<file path="src/rtl/uart_pkg.sv">
// ============================================================================
//  Module   : uart_pkg
//  Purpose  : Shared register map, status bit positions and receive FSM
//             states for the console UART (receive and transmit paths).
//             Optional feature macro: UART_RX_PARITY_EN.
//  Revision : 1.0 - initial release
// ============================================================================
`default_nettype none

package uart_pkg;

    // Word offsets within the UART register window
    localparam logic [1:0] c_reg_stat = 2'd0;
    localparam logic [1:0] c_reg_rx   = 2'd1;
    localparam logic [1:0] c_reg_tx   = 2'd2;

    // UART_STAT bit positions; TX bits are ORed in by the transmit block
    localparam int c_stat_rxempty = 0;
    localparam int c_stat_rxfull  = 1;
    localparam int c_stat_txempty = 2;
    localparam int c_stat_txfull  = 3;
    localparam int c_stat_frmerr  = 4;
    localparam int c_stat_overrun = 5;
    localparam int c_stat_parerr  = 6;

    typedef enum logic [2:0] {
        ST_IDLE   = 3'd0,
        ST_START  = 3'd1,
        ST_DATA   = 3'd2,
`ifdef UART_RX_PARITY_EN
        ST_PARITY = 3'd3,
`endif
        ST_STOP   = 3'd4,
        ST_BREAK  = 3'd5
    } rx_state_t;

    function automatic logic f_even_parity(input logic [7:0] i_data);
        return ^i_data;
    endfunction

endpackage

`default_nettype wire

</file>
<file path="src/rtl/uart_fifo.sv">
// ============================================================================
//  Module   : uart_fifo
//  Purpose  : Circular FIFO with one extra pointer bit to tell full from
//             empty; a push while full succeeds when a pop happens together.
//  Revision : 1.0 - initial release
// ============================================================================
`default_nettype none

module uart_fifo #(
    parameter int WIDTH = 8,
    parameter int DEPTH = 8
) (
    input  logic             clk,
    input  logic             rst,
    input  logic             i_push,
    input  logic             i_pop,
    input  logic [WIDTH-1:0] i_din,
    output logic [WIDTH-1:0] o_dout,
    output logic             o_full,
    output logic             o_empty
);

    localparam int            c_aw  = $clog2(DEPTH);
    localparam logic [c_aw:0] c_one = (c_aw + 1)'(1);

    logic [c_aw:0]      r_wr_ptr;
    logic [c_aw:0]      r_rd_ptr;
    logic [WIDTH-1:0]   r_mem [DEPTH];
    logic               w_wr_en;
    logic               w_rd_en;

    assign o_empty = (r_wr_ptr == r_rd_ptr);
    assign o_full  = (r_wr_ptr[c_aw] != r_rd_ptr[c_aw]) &&
                     (r_wr_ptr[c_aw-1:0] == r_rd_ptr[c_aw-1:0]);
    assign w_rd_en = i_pop & ~o_empty;
    assign w_wr_en = i_push & (~o_full | w_rd_en);
    assign o_dout  = r_mem[r_rd_ptr[c_aw-1:0]];

    always_ff @(posedge clk or posedge rst) begin
        if (rst) begin
            r_wr_ptr <= '0;
            r_rd_ptr <= '0;
        end else begin
            if (w_wr_en) r_wr_ptr <= r_wr_ptr + c_one;
            if (w_rd_en) r_rd_ptr <= r_rd_ptr + c_one;
        end
    end

    // When full, the write slot is the one being read this cycle; the old
    // value is still presented on o_dout until the edge.
    always_ff @(posedge clk) begin
        if (w_wr_en) r_mem[r_wr_ptr[c_aw-1:0]] <= i_din;
    end

endmodule

`default_nettype wire

</file>
<file path="src/rtl/uart_rx_core.sv">
// ============================================================================
//  Module   : uart_rx_core
//  Purpose  : 8N1 serial receiver with FIFO and UART_STAT / UART_RX read port.
//             Define UART_RX_PARITY_EN for an even-parity bit before STOP.
//  Revision : 1.0 - initial release
// ============================================================================
`default_nettype none

module uart_rx_core #(
    parameter int CLKS_PER_BIT = 868,
    parameter int FIFO_DEPTH   = 8
) (
    input  logic        clk,
    input  logic        rst,
    input  logic        rxd,
    input  logic        rd_valid,
    input  logic [3:2]  rd_addr,
    output logic [31:0] rd_data,
    output logic        rx_irq
);

    import uart_pkg::*;

    localparam int              c_cw   = $clog2(CLKS_PER_BIT);
    localparam logic [c_cw-1:0] c_half = c_cw'(CLKS_PER_BIT / 2 - 1);
    localparam logic [c_cw-1:0] c_full = c_cw'(CLKS_PER_BIT - 1);
    localparam logic [c_cw-1:0] c_one  = c_cw'(1);

    logic            r_rxd_meta;
    logic            r_rxd_sync;
    rx_state_t       r_state;
    rx_state_t       w_state_nxt;
    logic [c_cw-1:0] r_cnt;
    logic [c_cw-1:0] w_cnt_nxt;
    logic [2:0]      r_bit;
    logic [2:0]      w_bit_nxt;
    logic [7:0]      r_shift;
    logic [7:0]      w_shift_nxt;
    logic            w_tick;
    logic            w_push;
    logic            w_frm_set;
    logic            w_ovr_set;
    logic            r_frmerr;
    logic            r_overrun;
    logic            r_parerr;
    logic            w_rd_stat;
    logic            w_rd_rx;
    logic            w_pop;
    logic            w_full;
    logic            w_empty;
    logic [7:0]      w_dout;
    logic [31:0]     w_stat;
    logic [31:0]     r_rd_data;
`ifdef UART_RX_PARITY_EN
    logic            r_par_bad;
    logic            w_par_bad_nxt;
    logic            w_par_set;
`endif

    always_ff @(posedge clk or posedge rst) begin
        if (rst) begin
            r_rxd_meta <= 1'b1;
            r_rxd_sync <= 1'b1;
        end else begin
            r_rxd_meta <= rxd;
            r_rxd_sync <= r_rxd_meta;
        end
    end

    assign w_tick = (r_cnt == '0);

    always_ff @(posedge clk or posedge rst) begin
        if (rst) begin
            r_state <= ST_IDLE;
            r_cnt   <= '0;
            r_bit   <= 3'd0;
            r_shift <= 8'd0;
`ifdef UART_RX_PARITY_EN
            r_par_bad <= 1'b0;
`endif
        end else begin
            r_state <= w_state_nxt;
            r_cnt   <= w_cnt_nxt;
            r_bit   <= w_bit_nxt;
            r_shift <= w_shift_nxt;
`ifdef UART_RX_PARITY_EN
            r_par_bad <= w_par_bad_nxt;
`endif
        end
    end

    always_comb begin
        w_state_nxt = r_state;
        w_cnt_nxt   = r_cnt;
        w_bit_nxt   = r_bit;
        w_shift_nxt = r_shift;
        w_push      = 1'b0;
        w_frm_set   = 1'b0;
`ifdef UART_RX_PARITY_EN
        w_par_bad_nxt = r_par_bad;
        w_par_set     = 1'b0;
`endif
        case (r_state)
            ST_IDLE: begin
                if (!r_rxd_sync) begin
                    w_state_nxt = ST_START;
                    w_cnt_nxt   = c_half;
`ifdef UART_RX_PARITY_EN
                    w_par_bad_nxt = 1'b0;
`endif
                end
            end
            ST_START: begin
                if (!w_tick) begin
                    w_cnt_nxt = r_cnt - c_one;
                end else if (!r_rxd_sync) begin
                    w_state_nxt = ST_DATA;
                    w_cnt_nxt   = c_full;
                    w_bit_nxt   = 3'd0;
                end else begin
                    w_state_nxt = ST_IDLE;
                end
            end
            ST_DATA: begin
                if (!w_tick) begin
                    w_cnt_nxt = r_cnt - c_one;
                end else begin
                    w_shift_nxt = {r_rxd_sync, r_shift[7:1]};
                    w_cnt_nxt   = c_full;
                    w_bit_nxt   = r_bit + 3'd1;
                    if (r_bit == 3'd7) begin
`ifdef UART_RX_PARITY_EN
                        w_state_nxt = ST_PARITY;
`else
                        w_state_nxt = ST_STOP;
`endif
                    end
                end
            end
`ifdef UART_RX_PARITY_EN
            ST_PARITY: begin
                if (!w_tick) begin
                    w_cnt_nxt = r_cnt - c_one;
                end else begin
                    w_par_bad_nxt = (r_rxd_sync != f_even_parity(r_shift));
                    w_par_set     = w_par_bad_nxt;
                    w_state_nxt   = ST_STOP;
                    w_cnt_nxt     = c_full;
                end
            end
`endif
            ST_STOP: begin
                if (!w_tick) begin
                    w_cnt_nxt = r_cnt - c_one;
                end else if (r_rxd_sync) begin
`ifdef UART_RX_PARITY_EN
                    w_push = ~r_par_bad;
`else
                    w_push = 1'b1;
`endif
                    w_state_nxt = ST_IDLE;
                end else begin
                    w_frm_set   = 1'b1;
                    w_state_nxt = ST_BREAK;
                end
            end
            // A held-low line after a bad stop bit must not start a new frame
            ST_BREAK: begin
                if (r_rxd_sync) w_state_nxt = ST_IDLE;
            end
            default: w_state_nxt = ST_IDLE;
        endcase
    end

    assign w_rd_stat = rd_valid && (rd_addr == c_reg_stat);
    assign w_rd_rx   = rd_valid && (rd_addr == c_reg_rx);
    assign w_pop     = w_rd_rx & ~w_empty;
    assign w_ovr_set = w_push & w_full & ~w_pop;

    uart_fifo #(
        .WIDTH (8),
        .DEPTH (FIFO_DEPTH)
    ) u_fifo (
        .clk     (clk),
        .rst     (rst),
        .i_push  (w_push),
        .i_pop   (w_pop),
        .i_din   (r_shift),
        .o_dout  (w_dout),
        .o_full  (w_full),
        .o_empty (w_empty)
    );

    // Sticky flags: a set event in the same cycle as the clearing read wins
    always_ff @(posedge clk or posedge rst) begin
        if (rst) begin
            r_frmerr  <= 1'b0;
            r_overrun <= 1'b0;
        end else begin
            r_frmerr  <= w_frm_set | (r_frmerr & ~w_rd_stat);
            r_overrun <= w_ovr_set | (r_overrun & ~w_rd_stat);
        end
    end

`ifdef UART_RX_PARITY_EN
    always_ff @(posedge clk or posedge rst) begin
        if (rst) r_parerr <= 1'b0;
        else     r_parerr <= w_par_set | (r_parerr & ~w_rd_stat);
    end
`else
    assign r_parerr = 1'b0;
`endif

    always_comb begin
        w_stat                 = 32'd0;
        w_stat[c_stat_rxempty] = w_empty;
        w_stat[c_stat_rxfull]  = w_full;
        w_stat[c_stat_frmerr]  = r_frmerr;
        w_stat[c_stat_overrun] = r_overrun;
        w_stat[c_stat_parerr]  = r_parerr;
    end

    always_ff @(posedge clk or posedge rst) begin
        if (rst) begin
            r_rd_data <= 32'd0;
        end else if (rd_valid) begin
            if (w_rd_stat)    r_rd_data <= w_stat;
            else if (w_rd_rx) r_rd_data <= w_empty ? 32'd0 : {24'd0, w_dout};
            else              r_rd_data <= 32'd0;
        end
    end

    assign rd_data = r_rd_data;
    assign rx_irq  = ~w_empty;

endmodule

`default_nettype wire

</file>
<file path="config.mk">
export PLATFORM = sky130hd
export DESIGN_NAME = uart_rx_core
export DESIGN_NICKNAME = d
export VERILOG_FILES = /design/src/rtl/uart_pkg.sv /design/src/rtl/uart_fifo.sv /design/src/rtl/uart_rx_core.sv
export SDC_FILE = /design/constraint.sdc
export NUM_CORES = 1
export LEC_CHECK = 0
export ABC_AREA = 1
export CAP_MARGIN = 20
export CORE_AREA = 2 2 102 104
export DETAILED_ROUTE_END_ITERATION = 16
export DIE_AREA = 0 0 104 106
export HOLD_SLACK_MARGIN = 0.02
export PLACE_DENSITY = 0.75
export SYNTH_ARGS = -nofsm -noshare
export SYNTH_HDL_FRONTEND = slang
export SYNTH_HIERARCHICAL = 1
export SYNTH_SLANG_ARGS = --single-unit
</file>
<file path="constraint.sdc">
create_clock -name clk -period 2.13 [get_ports clk]
set_input_delay 0.426 -clock clk [delete_from_list [all_inputs] [get_ports clk]]
set_output_delay 0.426 -clock clk [all_outputs]
set_load 0.1 [all_outputs]
</file>
Yosys cells after proc, flatten, opt, wreduce, memory -nomap -nowiden:

Memory sizes are Yosys's and may differ from the RTL's.
Index checks and enable logic that the tools add are counted.

* $add $sub $neg: 4
* equal/unequal tests: 18
* multiplexer cells: 30
* bitwise logic cells: 14
* reduce and logical (&&, ||, !) cells: 12

Operators with widths (number)
* $mux W10: 5
* $pmux W10 S4: 1
* $mux W3: 10
* $mux W8: 3
* $ne A2 B2 Y1 const B: 8
* $pmux W3 S5: 1
* $logic_not A10 Y1: 1
* $sub A10 B1 Y10 const B: 1
* $eq A3 B3 Y1 const B: 3
* $add A4 B1 Y4 const B: 2
* $mux W1: 8
* $reduce_and A4 Y1: 2
* $and A1 B1 Y1: 7
* $pmux W3 S2: 1
* $reduce_and A6 Y1: 1
* $eq A4 B4 Y1: 1
* $not A1 Y1: 4
* $reduce_bool A4 Y1: 1
* $add A3 B1 Y3 const B: 1
* $eq A3 B1 Y1 const B: 1
* $eq A3 B2 Y1 const B: 1
* $eq A3 B3 Y1: 1
* $logic_and A1 B1 Y1: 3
* $logic_not A3 Y1: 1
* 8 further kinds: 10

* register bits: 68
* bits in writable memories: 64
* input port bits: 6
* output and inout port bits: 33
* word-level logic and storage cells: 90
* memories kept: 1

Memories
* u_fifo.r_mem: depth 8, width 8, read ports 1, clocked after Yosys merged registers in 0, wr ports 1, line uart_fifo.sv:28 `logic [WIDTH-1:0] r_mem [DEPTH];`

Logic depth before layout (Yosys ltp):

* word-level depth: 8
* depth in mapped cells: 15
* depth with buffers taken out: 14

Hierarchy:

Netlist, hierarchy kept.

By module, submodules not included
* uart_fifo: instances 1, cells each 262, area an instance 3031.7 um^2, sequential area each 2122.0 um^2
* uart_rx_core: instances 1, cells each 270, area an instance 2108.3 um^2, sequential area each 903.4 um^2

Worst setup path after synthesis:

No wires, ideal clock.

* kind: register -> register
* start: register u_fifo.r_rd_ptr[3]
* end: memory u_fifo.r_mem[4][0] (enable)
* data arrival time: 2.730 ns
* setup slack: -0.971 ns
* stages on the path, launching flop included: 12
* path buffers: 0
* period minus slack after synthesis: 3.101 ns
* path through: dfrtp_1 > xor2_1 > inv_1 > nand3_2 > inv_1 > inv_1 > nand4_1 > clkinv_1 > inv_1 > nand4_4 > nand3_1 > nor2_1

* cells in the longest elaborated chain, start to end: 8
* elaborated cells on any way between the ends: 11
* classes of those cells: eq/ne: 2; mux: 2; bitwise: 6; reduce/logical: 1

RTL lines
* start, declared: line uart_fifo.sv:27 `logic [c_aw:0] r_rd_ptr;`
* start signal, assigned: line uart_fifo.sv:45 `if (w_rd_en) r_rd_ptr <= r_rd_ptr + c_one;`
* $eq A4 B4 Y1: line uart_fifo.sv:32 `assign o_empty = (r_wr_ptr == r_rd_ptr);`
* via w_empty: line uart_rx_core.sv:50 `logic w_empty;`
* $not A1 Y1
* via rx_irq: line uart_rx_core.sv:19 `output logic rx_irq`
* $and A1 B1 Y1: line uart_rx_core.sv:177 `assign w_pop = w_rd_rx & ~w_empty;`
* via w_pop: line uart_rx_core.sv:48 `logic w_pop;`
* $and A1 B1 Y1: line uart_fifo.sv:35 `assign w_rd_en = i_pop & ~o_empty;`
* $or A1 B1 Y1: line uart_fifo.sv:36 `assign w_wr_en = i_push & (~o_full | w_rd_en);`
* $and A1 B1 Y1: line uart_fifo.sv:36
* $mux W1: line uart_fifo.sv:52 `if (w_wr_en) r_mem[r_wr_ptr[c_aw-1:0]] <= i_din;`
* $mux W1 (not written as such): line uart_fifo.sv:52
* end, declared: line uart_fifo.sv:28

The timed path passes the listed nets, and every way through them passes these cells.

Final worst setup path:

* start: register r_cnt[1]
* end: memory u_fifo.r_mem[7][6] (enable)

* cells in the longest elaborated chain, start to end: 6

RTL lines
* start, declared: line uart_rx_core.sv:33 `logic [c_cw-1:0] r_cnt;`
* start signal, assigned: line uart_rx_core.sv:83 `r_cnt <= w_cnt_nxt;`
* $logic_not A10 Y1: line uart_rx_core.sv:70 `assign w_tick = (r_cnt == '0);`
* $mux W1: line uart_rx_core.sv:153 `if (!w_tick) begin`
* $mux W1: line uart_rx_core.sv:103 `case (r_state)`
* via w_push: line uart_rx_core.sv:40 `logic w_push;`
* $and A1 B1 Y1: line uart_fifo.sv:36
* $mux W1: line uart_fifo.sv:52
* $mux W1 (not written as such): line uart_fifo.sv:52

The timed path passes the listed nets, and every way through them passes these cells.

==> results.toml <==
[min_path]
hold_path_class = "in -> async"

[floorplan]
start_util_pct = 51.4
dieArea_mm2 = 0.0110
placementRows = 37
die_h_um = 106
die_w_um = 104
pin_count = 39
core_mm2 = 0.0100

[timing]
setup_viol = 0
drv_slew = 0
layout_setup_ws_ns = 0.116
max_freq_mhz = 496
holdWs_ns = 0.340
finalSetupTns_ns = 0
hold_viol_final = 0
period_share_pct = 94.6
slew_headroom_pct = 49.1
fin_skew_ns = 0.0118
tightest_slew_ns = 0.764
period_needed_ns = 2.01
rsz0062_at_grt = "no"

[grt]
antenna_found_initial = 0
grt_max_degree = 37
grt_pass1_wl_um = 18100
grt_util_all_layers_pct = 21.2
grt_pass1_vias = 3666
grt-ovfl-total = 0

[detailed_routing]
via_count = 3781
detail-route-antenna-nets = 0
drc = 0
wirelength_um = 11200
drtIter0Drc = 252
routed_via_density = 5.27
drtPass1Iterations = 5
wire_per_inst_um = 15.6

[place]
place_area_mm2 = 0.00552
dp.cells = 693
dp_hpwl_um = 7780
preCtsSetupSlack_ns = -0.0219
gp_congestion = 0.901
portBuffers = 14

[power]
p_leak_nw = 2.73
ir_worst_vdd_mv = 0.369
cellPowerDensity_mw_per_mm2 = 639
p_total_mw = 3.71

[clock_tree]
hold_buffers = 0
clock_path_buffers = 2
htreeDepth = 3
cts_made_buffers = 9
clkSinkCount = 108
cts_tree = "yes"
clk_latency_ns = 0.37
clk_pin_slew_ns = 0.10
cts-root-buf = "clkbuf_8"

[finish]
final_common_cell = "nand2_1"
antenna_cells = 0
area_delta_synth_final_pct = 13.0
n_fill_cell = 837
drive_gt1_share_pct = 19.3
final_cell_mix = "nand2_1, edfxtp_1, nor2_1, buf_4"
fin_area_mm2 = 0.00581
fin_cells = 717
fin_nets = 588
post-route-util_pct = 58.1

[worst_setup_path]
worstSetupEndpointType = "flip-flop"
crit_arrival_ns = 2.09
critPathKind = "reg -> reg"
critPathLaunchType = "flip-flop"
crit_fanout = 8
required_ns = 2.21

[synth]
yosys_warnings = 6
ys_ff_latch = 108
syn_inst = 532
synth_edf_count = 64
async_reset_ff_share_pct = 40.7
ys_types = 38
seq_area_frac_synth_pct = 58.9
synthFlopType = "edfxtp_1"
synth.avg_cell_area_um2 = 9.66
syn_area_mm2 = 0.00514

[status]
outcome = "finished clean"

[run]
maxCapViolCount = 0
[final timing paths]
| path | startpoint | endpoint | slack, ns | cells after the start |
|---|---|---|---|---|
| hold reg to reg | r_rxd_meta | r_rxd_sync | 0.36 | 0 |
| setup / recovery | r_cnt[1] | u_fifo/r_mem[7][6] | 0.12 | 10 |
| setup reg to reg | r_cnt[1] | u_fifo/r_mem[7][6] | 0.12 | 10 |
| max in group asynchronous | rst | r_rxd_meta | 1.29 | 3 |
| hold / removal | rst | u_fifo/r_wr_ptr[2] | 0.34 | 2 |
| min in group clk | r_rxd_meta | r_rxd_sync | 0.36 | 0 |
[flip-flops by register name, indices dropped and copies added (netlist names), 3 cells and up]
register         cells
r_state              3
u_fifo/r_mem        64
r_bit                3
u_fifo/r_rd_ptr      4
r_cnt               10
u_fifo/r_wr_ptr      4
rd_data              8
r_shift              8
[layer usage]
metal / routed length (um) / up-vias / part of all wire [%] / GRT usage [%]
met1: 4580 / 1815 / 41 / 26.6
met2: 5740 / 133 / 51 / 37.2
met3: 596 / 17 / 5.3 / 3.80
met4: 233 / 0 / 2.1 / 6.85
met5: 0 / - / 0 / 0
li1: - / 1816 / - / -
[report_power, final]
group,total [mW],leakage (nW),internal (mW),switching [mW]
clock network,1.27,0.101,0.563,0.710
logic,0.239,1.31,0.0163,0.222
registers,2.20,1.32,2.20,0.00187
total,3.71,2.73,2.78,0.935
[synthesized netlist by cell type, types with 2 or more instances]
library cell	number	area share (%)
o211ai_1	2	0.29
inv_1	45	3.3
nor2_1	64	4.7
nand3_1	32	3.1
xor2_1	5	0.85
clkbuf_1	4	0.29
o22ai_1	17	2.1
clkinv_1	3	0.22
dfrtp_1	42	20
a22oi_1	2	0.29
o21ai_2	10	1.7
nand4_1	3	0.37
dfstp_2	2	1.0
nor3_1	2	0.19
nand2_1	129	9.4
nor2_4	2	0.44
edfxtp_1	64	37
a22o_1	4	0.68
ha_1	6	1.5
nor2_2	3	0.37
buf_2	7	0.68
o21ai_0	22	2.1
inv_2	2	0.15
nand2_2	4	0.49
o21ai_1	19	1.9
xnor2_1	2	0.34
buf_4	24	3.5
[what timing repair did]
action                     CTS  global route
gates cloned                 0             0
pin swaps                    0             5
gates resized for setup      3            10
setup buffers                0             8
setup endpoints to repair    9            65
[cell type report]
class | instances | area, um2 | share of cell area (%)
well taps | 136 | 170 | 2.93
inverters | 50 | 196 | 3.38
flip-flops and latches | 108 | 3030 | 52.2
clock buffers | 9 | 124 | 2.13
multi-input cells | 359 | 1820 | 31.3
clock inverters | 7 | 81.3 | 1.40
repair buffers | 48 | 389 | 6.70
[kinds of logic (layout without fill, tap and decap cells)]
logic type | after synthesis | in the layout | synth area share, %
adders and majority gates | 6 | 6 | 1.46
and+or+nand+nor | 244 | 244 | 20.2
DFF | 108 | 108 | 58.9
buffers and inverters | 88 | 114 | 8.81
xor gates and xnor gates | 8 | 8 | 1.51
AOI/OAI and AO/OA | 77 | 77 | 9.13
other | 1 | 24 | 0.0730
[critical path, stage by stage (launching register included)]
cell and delay [ns]:
dfrtp_1 0.40, inv_1 0.08, ha_1 0.16, nand3_1 0.13, nor2_4 0.11, nand3_1 0.16, inv_2 0.17, nand2_1 0.07
nor2_1 0.15, nand2_1 0.15, inv_4 0.14
Note: power is estimated with default switching activity, not from simulation.
